--- config.mk ---
export PLATFORM = sky130hd
export DESIGN_NAME = bcd_time_counter
export DESIGN_NICKNAME = d
export VERILOG_FILES = /design/src/rtl/bcd_time_counter.sv
export SDC_FILE = /design/constraint.sdc
export NUM_CORES = 1
export LEC_CHECK = 0
export CAP_MARGIN = 20
export CORE_MARGIN = 1
export CORE_UTILIZATION = 30
export CTS_CLUSTER_SIZE = 8
export DETAILED_ROUTE_END_ITERATION = 8
export SYNTH_ARGS = -nofsm -noshare
export SYNTH_HDL_FRONTEND = slang
export SYNTH_SLANG_ARGS = --single-unit
--- constraint.sdc ---
create_clock -name clk -period 3.1 [get_ports clk]
set_clock_uncertainty 0.2 [all_clocks]
set_input_delay 0.62 -clock clk [delete_from_list [all_inputs] [get_ports clk]]
set_output_delay 0.62 -clock clk [all_outputs]
set_load 0.01 [all_outputs]
--- src/rtl/bcd_time_counter.sv ---
// BCD time-of-day counter (hh:mm:ss.hh) with per-field validated loads; optional 12-hour build via BCD_TIME_COUNTER_12H_EN.
// Latency: 1 cycle from load strobe or prescaler terminal count to time_out / tick_out / rollover / load_err.
// Backpressure: none; strobes are sampled every cycle, and a load in a tick cycle wins and discards that tick.
module bcd_time_counter #(
  parameter int CLK_HZ  = 50_000_000,
  parameter int TICK_HZ = 100
) (
  input  logic        clk,
  input  logic        rst,
  input  logic        run,
  input  logic [31:0] load_time,
  input  logic        load_hour,
  input  logic        load_minute,
  input  logic        load_second,
  input  logic        load_mil,
  output logic [31:0] time_out,
  output logic        tick_out,
  output logic        rollover,
  output logic        load_err,
  output logic        pm
);

  localparam int DIV = CLK_HZ / TICK_HZ;
  localparam int CW  = $clog2(DIV);
  localparam logic [CW-1:0] PRESC_LAST = CW'(DIV - 1);

`ifdef BCD_TIME_COUNTER_12H_EN
  localparam logic [7:0] HOUR_RST = 8'h12;
`else
  localparam logic [7:0] HOUR_RST = 8'h00;
`endif

  logic [CW-1:0] presc;
  logic [7:0]    hour, minute, second, mil;
  logic          pm_q;

  // BCD increment of a two-digit byte; low digit 9 wraps to 0 and carries.
  function automatic logic [7:0] bcd_inc(input logic [7:0] v);
    if (v[3:0] == 4'd9) return {v[7:4] + 4'd1, 4'd0};
    else                return {v[7:4], v[3:0] + 4'd1};
  endfunction

  function automatic logic digit_ok(input logic [3:0] d);
    return d <= 4'd9;
  endfunction

  logic tick, any_load;
  logic mil_ok, sec_ok, min_ok, hour_ok, err;
  logic mil_wrap, sec_wrap, min_wrap, hour_carry;
  logic [7:0] mil_n, sec_n, min_n, hour_n;
  logic roll_n, pm_n;

  // Terminal count, field validation and the single-cycle carry chain.
  always_comb begin
    tick     = run && (presc == PRESC_LAST);
    any_load = load_hour | load_minute | load_second | load_mil;

    mil_ok = digit_ok(load_time[3:0])   && digit_ok(load_time[7:4]);
    sec_ok = digit_ok(load_time[11:8])  && (load_time[15:12] <= 4'd5);
    min_ok = digit_ok(load_time[19:16]) && (load_time[23:20] <= 4'd5);
`ifdef BCD_TIME_COUNTER_12H_EN
    hour_ok = ((load_time[31:28] == 4'd0) && (load_time[27:24] != 4'd0) && digit_ok(load_time[27:24]))
           || ((load_time[31:28] == 4'd1) && (load_time[27:24] <= 4'd2));
`else
    hour_ok = ((load_time[31:28] <= 4'd1) && digit_ok(load_time[27:24]))
           || ((load_time[31:28] == 4'd2) && (load_time[27:24] <= 4'd3));
`endif
    err = (load_mil && !mil_ok) || (load_second && !sec_ok)
       || (load_minute && !min_ok) || (load_hour && !hour_ok);

    mil_wrap   = (mil == 8'h99);
    sec_wrap   = (second == 8'h59);
    min_wrap   = (minute == 8'h59);
    hour_carry = mil_wrap && sec_wrap && min_wrap;

    mil_n = mil_wrap ? 8'h00 : bcd_inc(mil);
    sec_n = mil_wrap ? (sec_wrap ? 8'h00 : bcd_inc(second)) : second;
    min_n = (mil_wrap && sec_wrap) ? (min_wrap ? 8'h00 : bcd_inc(minute)) : minute;

    hour_n = hour;
    roll_n = 1'b0;
    pm_n   = pm_q;
    if (hour_carry) begin
`ifdef BCD_TIME_COUNTER_12H_EN
      // 12 is followed by 1; 11 -> 12 flips AM/PM and the PM->AM flip is midnight.
      hour_n = (hour == 8'h12) ? 8'h01 : bcd_inc(hour);
      if (hour == 8'h11) begin
        pm_n   = ~pm_q;
        roll_n = pm_q;
      end
`else
      hour_n = (hour == 8'h23) ? 8'h00 : bcd_inc(hour);
      roll_n = (hour == 8'h23);
`endif
    end
  end

  // Prescaler, time fields and pulse outputs; reset first, then load beats tick.
  always_ff @(posedge clk) begin
    if (rst) begin
      presc    <= '0;
      hour     <= HOUR_RST;
      minute   <= 8'h00;
      second   <= 8'h00;
      mil      <= 8'h00;
      pm_q     <= 1'b0;
      tick_out <= 1'b0;
      rollover <= 1'b0;
      load_err <= 1'b0;
    end else begin
      if (load_mil)     presc <= '0;
      else if (run)     presc <= (presc == PRESC_LAST) ? '0 : presc + 1'b1;

      tick_out <= tick && !any_load;
      rollover <= tick && !any_load && roll_n;
      load_err <= err;

      if (any_load) begin
        if (load_hour   && hour_ok) hour   <= load_time[31:24];
        if (load_minute && min_ok)  minute <= load_time[23:16];
        if (load_second && sec_ok)  second <= load_time[15:8];
        if (load_mil    && mil_ok)  mil    <= load_time[7:0];
      end else if (tick) begin
        hour   <= hour_n;
        minute <= min_n;
        second <= sec_n;
        mil    <= mil_n;
        pm_q   <= pm_n;
      end
    end
  end

  assign time_out = {hour, minute, second, mil};

`ifdef BCD_TIME_COUNTER_12H_EN
  assign pm = pm_q;
`else
  assign pm = 1'b0;
`endif

endmodule

* Word-level counts from Yosys, hierarchy flattened
Index checks and enable logic that the tools add are counted.
** Storage, ports and cells
- Memory bits (writable) :: 0
- Word-level logic and storage cells :: 116
- Memories :: 0
- Input bits :: 39
- Output and inout port bits :: 36
- Memory bits (read-only) :: 0
- Latch bits :: 0
- Flip-flop bits (word level) :: 54
** Cells by class
- $mul :: 0
- Divide/modulo/power cells :: 0
- Bitwise gates (word level) :: 3
- Shifts and indexed selects :: 0
- Add/sub/neg operators :: 9
- Reductions and logical operators :: 44
- $lt $le $gt $ge :: 9
- Multiplexer cells :: 25
- Equal/unequal tests :: 14
** Operators with widths (number)
- 2-to-1 mux 8 bit :: 23
- adder 4 x 1 -> 4 bit, second input constant :: 8
- less-or-equal comparator 4 bit, second input constant :: 5
- adder 19 x 1 -> 19 bit, second input constant :: 1
- == test 19 bit, second input constant :: 1
- 2-to-1 mux 19 bit :: 1
- logical AND 1 bit :: 18
- == test 4 bit, second input constant :: 4
- == test 8 x 7 -> 1 bit, second input constant :: 2
- AND reduction 3 bit :: 4
- AND reduction 4 bit :: 3
- nonzero test 3 bit :: 4
- == test 8 x 6 -> 1 bit, second input constant :: 1
- == test 8 bit, second input constant :: 1
- less-or-equal comparator 4 x 3 -> 1 bit, second input constant :: 2
- inequality test 2 x 1 -> 1 bit, second input constant :: 4
- nonzero test 2 bit :: 4
- zero test 1 bit :: 5
- == test 4 x 2 -> 1 bit, second input constant :: 1
- less-or-equal comparator 4 x 1 -> 1 bit, second input constant :: 1
- less-or-equal comparator 4 x 2 -> 1 bit, second input constant :: 1
- logical OR 1 bit :: 4
- bitwise OR 1 bit :: 3
- AND reduction 2 bit :: 1
- 2 further kinds :: 2

* Longest topological paths before layout
- Depth in word-level cells :: 7
- Gate-level depth with buffers :: 8
- Mapped depth without buffers :: 7

* Least setup slack after synthesis
No wires, ideal clock.
- Kind :: input -> register
- Start point :: input run
- End point :: register hour[1]
- Library setup time :: 134 ps
- Data arrival time :: 2074 ps
- Required time :: 2766 ps
- Stages :: 6
- Path slack :: 692 ps
- Buffers on the path :: 1
- Path through :: buf_2 nand4_1 or3_1 or4_4 a221oi_1 a211oi_1
** Between the ends
- Word-level cells in the longest chain between the ends :: 3
** RTL lines
- from (decl) :: RTL line 10 : input logic run,
- logical AND 1 bit :: RTL line 55 : tick = run && (presc == PRESC_LAST);
- nonzero test 2 bit (no line)
- AND reduction 3 bit (no line)
- to (signal assigned) :: RTL line 119 : if (load_hour && hour_ok) hour <= load_time[31:24];
- to (signal assigned) :: RTL line 124 : hour <= hour_n;
- to (decl) :: RTL line 34 : logic [7:0] hour, minute, second, mil;
Every way passes these cells.
A chain may end at the register's enable or synchronous reset.

* Final worst setup path
- Start point :: input load_hour
- End point :: register minute[5]
** Between the ends
- Word-level cells in the longest chain between the ends :: 5
- Elaborated cells between the ends (all ways) :: 9
- Classes of those cells :: eq/ne (1); mux (1); bitwise (3); reduce/logical (4)
** RTL lines
- from (decl) :: RTL line 12 : input logic load_hour,
- bitwise OR 1 bit * (3 in series) :: RTL line 56 : any_load = load_hour | load_minute | load_second | load_mil;
- inequality test 2 x 1 -> 1 bit (no line), or another cell as far along
- AND reduction 4 bit (no line)
- to (signal assigned) :: RTL line 120 : if (load_minute && min_ok) minute <= load_time[23:16];
- to (signal assigned) :: RTL line 125 : minute <= min_n;
- to (decl) :: RTL line 34
Mark *: on every way between the ends. The rest lies on a longest branch, timed or not.

==> impl_metrics.toml <==
[synth]
async_flop_share = 0
yosysSeqAreaShare = 0.323
yosysTopAreaCell = "dfxtp_1"
synth_top_area_share = 0.323
syn_nets = 468
syn-cell-area_sq_um = 3350
ys.flop_type = "dfxtp_1"
synth_edf_count = 0
yosys-top-cells-area = "dfxtp_1, ha_1, nor2_1"
syn_area_per_cell_sq_um = 8.12
syn_inst = 412
ys_ff_latch = 54
yosysUniqueCellTypes = 64
yosys_warnings = 0

[cells_and_area]
syn2layout_area_growth_pct = 33.1
post-route-util = 0.411
fin_nets = 555
final_cells = 640
n_antenna_cell = 0
drive_above_1_share = 0.0900

[cts]
h-tree-depth = 2
clock-sinks = 54
cts_buffers = 5
cts_tree = "yes"
ctsHoldBuffers = 0
clk_pin_slew_worst_paths_ps = 100
cts_root_buf = "clkbuf_8"
insertion_delay_ps = 320
cts_setup_buffers = 0
cts_buffer_depth = 2
cts_resized = 0

[min_path]
hp-start = "presc[3]"
holdPathStages = 2
min_to = "presc[3]"
hold_path_class = "flop to flop"

[global_routing]
grt_max_degree = 37
grt_pass1_wl_um = 15900
overflow = 0
antenna_found_initial = 0
first_global_vias = 3266
grt_use_total = 0.171

[sta]
finalSetupViolCount = 0
drv_slew = 0
fin_setup_tns_ps = 0
worst_slew_pin_slew_ps = 562
timing.hold.ws_ps = 312
max_slew_margin = 0.622
clock.fmax_mhz = 371
hold_viol_final = 0
fin_ws_ps = 402
fin_crit_ps = 2700
grt_setup_unrepaired = "no"
fin_crit_sh = 0.870

[floorplan]
die_h_um = 108
start_util = 0.309
core_area_sq_um = 10800
die_w_um = 108
top_level_ports = 75
fp-row-count = 38
die_area_sq_um = 11600

[detailed_routing]
drc = 0
finalWirelength_um = 9610
wl_per_cell_um = 15.0
drt-vias-per-instance = 5.28
dr.pass1.iters = 4
ant_nets = 0
first_iter_violations = 161
vias = 3376

[critical_path]
endpoint_kind = "flop"
r2r_end = "hour[1]"
reg2regPathDepth = 6
startpoint_type = "primary input"
worstPathRequired_ps = 3090
critPathKind = "primary input to flop"
r2r-start = "minute[0]"
crit_fanout = 9
r2r_slack_ps = 550
worstPathArrival_ps = 2690

[pwr]
cellPowerDensity_nw_per_um2 = 315
p_leak_uw = 0.00157
ir_drop_uv = 179

[placed_design]
post-place-ws_ps = 80.6
globalplace.congestion = 0.856
dp_hpwl_um = 7320
port_buffers = 73
dpl.cell_count = 632

[outcome]
status = "finished clean"

[job]
drv_cap = 0
## cell usage after synthesis, types with 2 or more instances
master	instances
a311oi_1	2
xnor2_1	12
and3_1	4
nor2b_1	4
nand3b_1	9
o21ai_0	11
and3b_1	5
nor2_1	47
and2_1	3
a22o_1	2
a2111oi_0	10
o31ai_1	2
o2111ai_1	2
o21ai_1	4
nor3b_1	4
clkbuf_1	8
nand2_1	35
nor4_1	6
inv_1	12
nor3_1	21
nand3_1	19
ha_1	17
o21a_1	2
buf_2	6
o32ai_1	2
dfxtp_1	54
a221oi_1	3
or3_1	2
xor2_1	13
nand2b_1	2
mux2i_1	2
mux2_2	3
a31oi_1	2
a211o_1	4
o31ai_2	2
a211oi_1	4
or2_2	2
and4_1	4
a2bb2oi_1	2
nand4_1	10
a21oi_1	29
nor4b_1	3
## final cells by class
cell class                      count  area, sq um
Timing Repair Buffer               96          916
Tap cell                          140          175
Multi-Input combinational cell    329         2140
Fill cell                        1126         6390
Inverter                           13         48.8
Sequential cell                    54         1080
Clock buffer                        5         68.8
Clock inverter                      3         21.3
## report_power, final
part | leakage, uW | switching [uW] | internal [uW]
registers | 0.000438 | 29.2 | 714
clock network | 0.0000441 | 253 | 160
logic | 0.00108 | 113 | 135
## sequential cells by signal, summed over array words and instances (netlist names)
name,cells
load_err,1
second,8
hour,8
mil,8
presc,19
tick_out,1
rollover,1
minute,8
## how the worst max path moves through the flow
stage	from	end	slack, ps	cells past startpoint
after floorplan	run	hour[1]	690	6
after global placement	load_hour	hour[0]	150	7
after detailed placement	load_hour	minute[5]	80	7
after CTS	load_hour	minute[5]	390	7
after global routing	load_hour	minute[0]	150	7
final	load_hour	minute[5]	400	7
## per-layer routing
layer / up-vias / GRT usage / wire length [um]
li1: 1700 / - / -
met4: 0 / 0.0538 / 166
met2: 89 / 0.279 / 4440
met5: - / 0 / 0
met3: 11 / 0.0381 / 559
met1: 1576 / 0.224 / 4450
## cell usage in the layout (no fill, tap or decap), drive strengths merged, types with 5 or more instances in the layout
master	instances
a2111oi	10
clkdlybuf4s50	73
a21oi	29
xnor2	12
ha	17
nand3b	9
dfxtp	54
nor3	21
clkbuf	5
inv	12
nor2	47
xor2	13
nand3	19
nand2	36
nor4	8
and3b	5
nand4	10
o21ai	15
buf	23
## cells by family after synthesis
family | synth area share
compound gates | 0.200
xor+xnor | 0.0654
fa+ha+maj | 0.0636
buf+inv | 0.0363
flops | 0.323
mux | 0.0161
other cells | 0.00112
simple gates | 0.295
## critical path: stages
cell and delay (ps):
clkdlybuf4s50_1 490, buf_4 180, nor4_4 370, nand2_2 160
o21a_1 310, a2111oi_0 470, nor3_1 80
## through the flow
| stage | power, uW | area (sq um) |
|---|---|---|
| after floorplan | 864 | 3350 |
| after global routing | 1480 | 4450 |
| after global placement | 1010 | 4360 |
| after detailed placement | 1010 | 4360 |
| final | 1400 | 4450 |
| after CTS | 1420 | 4450 |
No activity file was read; power rests on OpenSTA's default activity.
